--- config.mk ---
export PLATFORM = sky130hd
export DESIGN_NAME = riscv_muldiv_unit
export DESIGN_NICKNAME = d
export VERILOG_FILES = /design/src/rtl/riscv_pkg.sv /design/src/rtl/muldiv_step.sv /design/src/rtl/riscv_muldiv_unit.sv
export SDC_FILE = /design/constraint.sdc
export NUM_CORES = 1
export LEC_CHECK = 0
export CORE_MARGIN = 4
export CORE_UTILIZATION = 46
export DETAILED_ROUTE_END_ITERATION = 10
export GPL_TIMING_DRIVEN = 0
export PLACE_DENSITY = 0.68
export SKIP_CTS_REPAIR_TIMING = 1
export SYNTH_ARGS = -nofsm -noshare
export SYNTH_HDL_FRONTEND = slang
export SYNTH_SLANG_ARGS = --single-unit
--- constraint.sdc ---
create_clock -name clk_i -period 8.62 [get_ports clk_i]
set_input_delay 1.724 -clock clk_i [delete_from_list [all_inputs] [get_ports clk_i]]
set_output_delay 1.724 -clock clk_i [all_outputs]
set_load 0.005 [all_outputs]
--- src/rtl/riscv_pkg.sv ---
// Shared RV32M multiply/divide types: func3 op encoding, FSM states and
// width-dependent operand constants.
package riscv_pkg;

    typedef enum logic [2:0] {
        OP_MUL    = 3'b000,
        OP_MULH   = 3'b001,
        OP_MULHSU = 3'b010,
        OP_MULHU  = 3'b011,
        OP_DIV    = 3'b100,
        OP_DIVU   = 3'b101,
        OP_REM    = 3'b110,
        OP_REMU   = 3'b111
    } muldiv_op_e;

    typedef enum logic [1:0] {
        IDLE = 2'd0,
        CALC = 2'd1,
        DONE = 2'd2
    } muldiv_state_e;

    // Widest DW the constant helpers can produce; callers truncate to DW.
    localparam int unsigned MULDIV_MAX_DW = 128;

    // Most negative DW-bit two's complement value, 2^(dw-1).
    function automatic logic [MULDIV_MAX_DW-1:0] MULDIV_MIN(input int unsigned dw);
        return {{(MULDIV_MAX_DW-1){1'b0}}, 1'b1} << (dw - 1);
    endfunction

    // DW-bit all-ones value (-1 signed).
    function automatic logic [MULDIV_MAX_DW-1:0] MULDIV_ONES(input int unsigned dw);
        return {MULDIV_MAX_DW{1'b1}} >> (MULDIV_MAX_DW - dw);
    endfunction

endpackage

--- src/rtl/muldiv_step.sv ---
// One iteration of the multiply/divide datapath: shift-add multiply step or
// restoring-division step over a 2*DW accumulator.
module muldiv_step #(
    parameter int unsigned DW = 32
) (
    input  logic [2*DW-1:0] acc_i,
    input  logic [DW-1:0]   operand_i,
    input  logic            is_div_i,
    output logic [2*DW-1:0] acc_o
);

    logic [DW:0] add_sum;
    logic [DW:0] sub_diff;

    always_comb begin
        // Multiply: acc = {partial, multiplier}; add on LSB then shift right.
        add_sum  = {1'b0, acc_i[2*DW-1:DW]} + (acc_i[0] ? {1'b0, operand_i} : '0);
        // Divide: acc = {remainder, dividend/quotient}; trial-subtract the
        // shifted remainder, the borrow bit rejects the subtraction.
        sub_diff = acc_i[2*DW-1:DW-1] - {1'b0, operand_i};
        if (is_div_i) begin
            if (sub_diff[DW]) begin
                acc_o = {acc_i[2*DW-2:0], 1'b0};
            end else begin
                acc_o = {sub_diff[DW-1:0], acc_i[DW-2:0], 1'b1};
            end
        end else begin
            acc_o = {add_sum, acc_i[DW-1:1]};
        end
    end

endmodule

--- src/rtl/riscv_muldiv_unit.sv ---
// Iterative RV32M multiply/divide unit with kill, early completion for
// divide-by-zero/overflow and an optional single-cycle multiplier.
module riscv_muldiv_unit
    import riscv_pkg::*;
#(
    parameter int unsigned DW       = 32,
    parameter bit          FAST_MUL = 1'b0,
    parameter int unsigned CNTW     = $clog2(DW) + 1
) (
    input  logic          clk_i,
    input  logic          rst_i,
    input  logic          start_i,
    input  logic          kill_i,
    input  logic [2:0]    op_i,
    input  logic [DW-1:0] rs1_i,
    input  logic [DW-1:0] rs2_i,
    output logic          busy_o,
    output logic          valid_o,
    output logic [DW-1:0] result_o
);

    localparam logic [DW-1:0]   MIN_V    = DW'(MULDIV_MIN(DW));
    localparam logic [DW-1:0]   ONES_V   = DW'(MULDIV_ONES(DW));
    localparam logic [CNTW-1:0] LAST_CNT = CNTW'(DW - 1);

    muldiv_state_e   state_q, state_n;
    muldiv_op_e      op_q, op_in;
    logic            neg_q;
    logic [2*DW-1:0] acc_q, acc_step, fast_prod;
    logic [DW-1:0]   opnd_q;
    logic [CNTW-1:0] cnt_q;
    logic [DW-1:0]   result_q, short_res;
    logic [DW-1:0]   mag_a, mag_b;
    logic            is_div_in, signed_a, signed_b, neg_a, neg_b, res_neg_in;
    logic            div_zero, div_ovf, shortcut, accept, last_iter;

    // Sign fix-up and result selection from a final magnitude accumulator.
    function automatic logic [DW-1:0] fix_result(input muldiv_op_e op, input logic neg,
                                                 input logic [2*DW-1:0] acc);
        logic [2*DW-1:0] p;
        logic [DW-1:0]   q, r;
        p = neg ? -acc : acc;
        q = neg ? -acc[DW-1:0] : acc[DW-1:0];
        r = neg ? -acc[2*DW-1:DW] : acc[2*DW-1:DW];
        unique case (op)
            OP_MUL:                       return p[DW-1:0];
            OP_MULH, OP_MULHSU, OP_MULHU: return p[2*DW-1:DW];
            OP_DIV, OP_DIVU:              return q;
            default:                      return r;
        endcase
    endfunction

    // Operand decode: magnitudes, result sign and shortcut detection.
    always_comb begin
        op_in      = muldiv_op_e'(op_i);
        is_div_in  = op_i[2];
        signed_a   = op_in inside {OP_MULH, OP_MULHSU, OP_DIV, OP_REM};
        signed_b   = op_in inside {OP_MULH, OP_DIV, OP_REM};
        neg_a      = signed_a & rs1_i[DW-1];
        neg_b      = signed_b & rs2_i[DW-1];
        mag_a      = neg_a ? -rs1_i : rs1_i;
        mag_b      = neg_b ? -rs2_i : rs2_i;
        res_neg_in = (op_in == OP_REM) ? neg_a : (neg_a ^ neg_b);
        div_zero   = is_div_in && (rs2_i == '0);
        div_ovf    = (op_in == OP_DIV || op_in == OP_REM) && (rs1_i == MIN_V) && (rs2_i == ONES_V);
        shortcut   = div_zero || div_ovf || (FAST_MUL && !is_div_in);
        accept     = (state_q == IDLE || state_q == DONE) && start_i && !kill_i;
        last_iter  = (cnt_q == LAST_CNT);
    end

    if (FAST_MUL) begin : g_fast_mul
        assign fast_prod = {{DW{1'b0}}, mag_a} * {{DW{1'b0}}, mag_b};
    end else begin : g_iter_mul
        assign fast_prod = '0;
    end

    always_comb begin
        short_res = '0;
        if (div_zero) begin
            short_res = op_i[1] ? rs1_i : ONES_V;
        end else if (div_ovf) begin
            short_res = op_i[1] ? '0 : MIN_V;
        end else begin
            short_res = fix_result(op_in, res_neg_in, fast_prod);
        end
    end

    muldiv_step #(.DW(DW)) u_step (
        .acc_i     (acc_q),
        .operand_i (opnd_q),
        .is_div_i  (op_q[2]),
        .acc_o     (acc_step)
    );

    always_ff @(posedge clk_i or negedge rst_i) begin
        if (!rst_i) begin
            state_q <= IDLE;
        end else begin
            state_q <= state_n;
        end
    end

    always_comb begin
        state_n = state_q;
        if (kill_i) begin
            state_n = IDLE;
        end else begin
            unique case (state_q)
                IDLE, DONE: state_n = start_i ? (shortcut ? DONE : CALC) : IDLE;
                CALC:       state_n = last_iter ? DONE : CALC;
                default:    state_n = IDLE;
            endcase
        end
    end

    always_comb begin
        busy_o  = (state_q == CALC);
        valid_o = (state_q == DONE);
    end

    always_ff @(posedge clk_i or negedge rst_i) begin
        if (!rst_i) begin
            op_q     <= OP_MUL;
            neg_q    <= 1'b0;
            acc_q    <= '0;
            opnd_q   <= '0;
            cnt_q    <= '0;
            result_q <= '0;
        end else if (accept) begin
            op_q  <= op_in;
            neg_q <= res_neg_in;
            cnt_q <= '0;
            if (is_div_in) begin
                acc_q  <= {{DW{1'b0}}, mag_a};
                opnd_q <= mag_b;
            end else begin
                acc_q  <= {{DW{1'b0}}, mag_b};
                opnd_q <= mag_a;
            end
            if (shortcut) begin
                result_q <= short_res;
            end
        end else if (state_q == CALC && !kill_i) begin
            acc_q <= acc_step;
            cnt_q <= cnt_q + 1'b1;
            // The result register is loaded from the final step output so it
            // changes only on the transition into DONE.
            if (last_iter) begin
                result_q <= fix_result(op_q, neg_q, acc_step);
            end
        end
    end

    assign result_o = result_q;

endmodule

==> impl_metrics.json <==
{
  "outcome": "complete, no violations",
  "design_power_total_mw": 5.99,
  "dieHeight_um": 196,
  "critical_path.n_buffers_inverters": 9,
  "power_density_over_cell_area_nw_per_um2": 325,
  "clock_h_tree_levels": 4,
  "drt-initial-drc-count": 2767,
  "rsz_0062_raised_after_global_routing": "no",
  "synthesis.yosys.warnings": 0,
  "placement.cell_area_um2": 17900,
  "gr-total-overflow": 0,
  "leakage_nw": 7.58,
  "final_layout_size_suffix_gt1_share_pct": 4.95,
  "drv_cap": 0,
  "worst_setup_path_end_kind": "flop",
  "postSynthCellCount": 2229,
  "root_buffer_master": "sky130_fd_sc_hd__clkbuf_16",
  "die_width_um": 196,
  "preCtsSetupSlack_ns": -0.369,
  "critPathMaxFanout": 19,
  "worst_hold_slack_ns": 0.478,
  "routed_wire_length_per_instance_um": 27.1,
  "ir_drop_mv": 0.182,
  "floorplan_die_area_um2": 38400,
  "dr.pass1.iters": 8,
  "worstSkewPairLatency_ns": 0.46,
  "worst_clock_skew_ns": 0.0134,
  "synth.area.top_cells": "sky130_fd_sc_hd__dfrtp_1 (22%), sky130_fd_sc_hd__o21ai_0 (7.7%), sky130_fd_sc_hd__nand2_1 (6.3%), sky130_fd_sc_hd__xnor2_1 (5.6%), sky130_fd_sc_hd__a21oi_1 (5.4%)",
  "final_hold_viol_count": 0,
  "synth_edf_count": 0,
  "routabilityCongestion": 1.06,
  "required_ns": 8.93,
  "std_cell_core_area_um2": 34700,
  "max-clock-path-buffers": 2,
  "final.setup.worst_slack_ns": 0.443,
  "port_buffers": 101,
  "drc": 0,
  "final_design_area_no_fill_um2": 18400,
  "arrival_ns": 8.49,
  "timing.setup.tns_ns": 0,
  "start_kind": "flop",
  "critical_path.most_common_cell": "sky130_fd_sc_hd__buf_2",
  "yosysSeqAreaShare_pct": 21.6,
  "synth-seq-cells": 140,
  "ys_types": 96,
  "floorplan.initialDensity_pct": 46.8,
  "tightestPinTransition_ns": 1.23,
  "worst_path_max_delay_cell": "sky130_fd_sc_hd__clkbuf_1",
  "share_of_flip_flops_with_an_asynchronous_set_or_reset_after_synthesis_pct": 100,
  "hpwlAfterDp_um": 61500,
  "post_synthesis_net_count": 2372,
  "synth_top_area_share_pct": 21.6,
  "final-max-slew-violation-count": 0,
  "cts-buffers-inserted": 17,
  "number_of_primary_i_o_pins": 105,
  "timing.critical_path.slowest_cell_delay_ns": 0.56,
  "syn2layout_area_growth_pct": 13.5,
  "vias": 19100,
  "final_cell_count_no_fill": 2819,
  "placementRows": 68,
  "post_synthesis_cell_type_with_the_largest_combined_area": "sky130_fd_sc_hd__dfrtp_1",
  "antenna_found_initial": 3,
  "fin_crit_sh_pct": 94.9,
  "clk_transition_reported_paths_ns": 0.07,
  "hold_path.class": "flop to flop",
  "clkSinkCount": 140,
  "pin_count_of_the_biggest_net_entering_global_routing": 95,
  "grt_first_pass_wirelength_um": 113000,
  "synth_flop_cell": "sky130_fd_sc_hd__dfrtp_1",
  "grt_pass1_vias": 17700,
  "detail_route.wirelength_um": 76500,
  "detail_route_antenna_nets": 0,
  "synth.avg_cell_area_um2": 7.29,
  "post-route-min-period_ns": 8.18,
  "crit_chain": "buf_2, buf_6, buf_2, buf_2, buf_1, clkbuf_1, clkbuf_4, clkbuf_2, mux2i_1, ha_1, o211ai_1, nor4_2, nand3_1, or3b_1, or3_1, clkbuf_1, or2_0, a21oi_1, nand3_1, o41ai_1, xnor2_1, a221oi_1, o211ai_1",
  "layout.core_utilization_pct": 53.1,
  "report.final.setup_viol": 0,
  "relSlewSlack_pct": 15.6,
  "critical-path-top-delay-family": "buffers and inverters",
  "nNetsFinal": 2493,
  "syn_area_um2": 16200,
  "placedCellCount": 2787,
  "tritoncts": "built",
  "grt_util_all_layers_pct": 38.5,
  "fmaxAchievable_mhz": 122,
  "path_class": "flop to flop",
  "vias_per_cell": 6.77
}
==> layout make-up <==
cell class / instances / area [um^2]
fillers: 3441 / 16300
multi-input cells: 1876 / 11900
flip-flops and latches: 140 / 3500
repair buffers: 103 / 1040
well taps: 455 / 569
plain buffers: 138 / 566
clock buffers: 17 / 425
inverters: 74 / 278
clock inverters: 15 / 153
diodes: 1 / 2.50
==> registers in the layout, indices dropped and copies added, names as in the netlist <==
register,flops
acc_q,64
cnt_q,6
opnd_q,32
op_q,3
result_o,32
state_q,2
neg_q,1
==> cells by family after synthesis <==
group           after synthesis  synth area share [%]
fa+ha+maj                    72                  5.64
buf+inv                     213                  5.18
simple gates                774                  22.9
xor+xnor                    178                  9.59
flops                       140                  21.6
compound gates              785                  30.9
mux                          67                  4.25
==> tightest hold or removal path, delay by kind of cell, from the launching register on <==
kind | cells | cell delay, ns
DFF | 1 | 0.34
and+or+nand+nor | 2 | 0.10
==> synthesized netlist by cell type (18+ instances only) <==
master and n:
sky130_fd_sc_hd__buf_1 18, sky130_fd_sc_hd__ha_1 70, sky130_fd_sc_hd__dfrtp_1 140, sky130_fd_sc_hd__clkbuf_1 103, sky130_fd_sc_hd__inv_1 72, sky130_fd_sc_hd__xnor2_1 104
sky130_fd_sc_hd__a211oi_1 19, sky130_fd_sc_hd__o211ai_1 48, sky130_fd_sc_hd__and2_1 49, sky130_fd_sc_hd__nor2_1 176, sky130_fd_sc_hd__o21ai_0 249, sky130_fd_sc_hd__nand3_1 42
sky130_fd_sc_hd__o31ai_1 37, sky130_fd_sc_hd__a31oi_1 28, sky130_fd_sc_hd__mux2i_1 51, sky130_fd_sc_hd__nand2_1 271, sky130_fd_sc_hd__nand4_1 31, sky130_fd_sc_hd__nor4_1 19
sky130_fd_sc_hd__or3_1 28, sky130_fd_sc_hd__xor2_1 74, sky130_fd_sc_hd__o21a_1 21, sky130_fd_sc_hd__a21oi_1 176, sky130_fd_sc_hd__a21o_1 32, sky130_fd_sc_hd__nor3_1 54
==> worst paths after layout <==
check	startpoint	endpoint	slack [ns]	depth (start not counted)
setup / recovery	op_q[2]	result_o[22]	0.44	23
hold / removal	result_o[28]	result_o[28]	0.48	2
min in group asynchronous	rst_i	result_o[23]	1.22	1
setup reg to reg	op_q[2]	result_o[22]	0.44	23
hold reg to reg	result_o[28]	result_o[28]	0.48	2
max in group asynchronous	rst_i	opnd_q[8]	6.48	2
==> placed cells by master (no fill, tap or decap), types with 13 or more instances in the layout <==
cell type	n
sky130_fd_sc_hd__a211oi_1	19
sky130_fd_sc_hd__clkbuf_1	102
sky130_fd_sc_hd__o21ai_0	249
sky130_fd_sc_hd__a21o_1	32
sky130_fd_sc_hd__o22ai_1	13
sky130_fd_sc_hd__buf_1	16
sky130_fd_sc_hd__a21oi_1	176
sky130_fd_sc_hd__o31ai_1	37
sky130_fd_sc_hd__ha_1	70
sky130_fd_sc_hd__o211ai_1	48
sky130_fd_sc_hd__clkbuf_16	17
sky130_fd_sc_hd__nor4_1	19
sky130_fd_sc_hd__xor2_1	74
sky130_fd_sc_hd__xnor2_1	104
sky130_fd_sc_hd__o21bai_1	14
sky130_fd_sc_hd__inv_1	72
sky130_fd_sc_hd__mux2_2	15
sky130_fd_sc_hd__nand4_1	31
sky130_fd_sc_hd__mux2i_1	51
sky130_fd_sc_hd__o21a_1	21
sky130_fd_sc_hd__nand2_1	271
sky130_fd_sc_hd__nor3_1	54
sky130_fd_sc_hd__nor2b_1	15
sky130_fd_sc_hd__and2_1	49
sky130_fd_sc_hd__a31oi_1	28
sky130_fd_sc_hd__and3_1	16
sky130_fd_sc_hd__nand3_1	42
sky130_fd_sc_hd__or2_2	14
sky130_fd_sc_hd__a22o_1	16
sky130_fd_sc_hd__buf_2	14
sky130_fd_sc_hd__clkdlybuf4s50_1	100
sky130_fd_sc_hd__dfrtp_1	140
sky130_fd_sc_hd__or3_1	28
sky130_fd_sc_hd__nor2_1	176
==> per-layer routing <==
layer | GRT usage (%) | vias up | part of all wire, %
li1 | - | 8407 | -
met1 | 53.4 | 9108 | 41
met4 | 20.3 | 2 | 6.3
met5 | 0 | - | 0.022
met3 | 10.6 | 232 | 13
met2 | 54.5 | 1324 | 40
==> power by group <==
part | internal [mW] | total, mW | leakage, nW | switching (mW)
Clock | 0.407 | 0.760 | 0.277 | 0.353
Combinational | 1.39 | 4.18 | 5.51 | 2.79
Sequential | 0.813 | 1.05 | 1.80 | 0.235
Note: power is estimated with default switching activity, not from simulation.
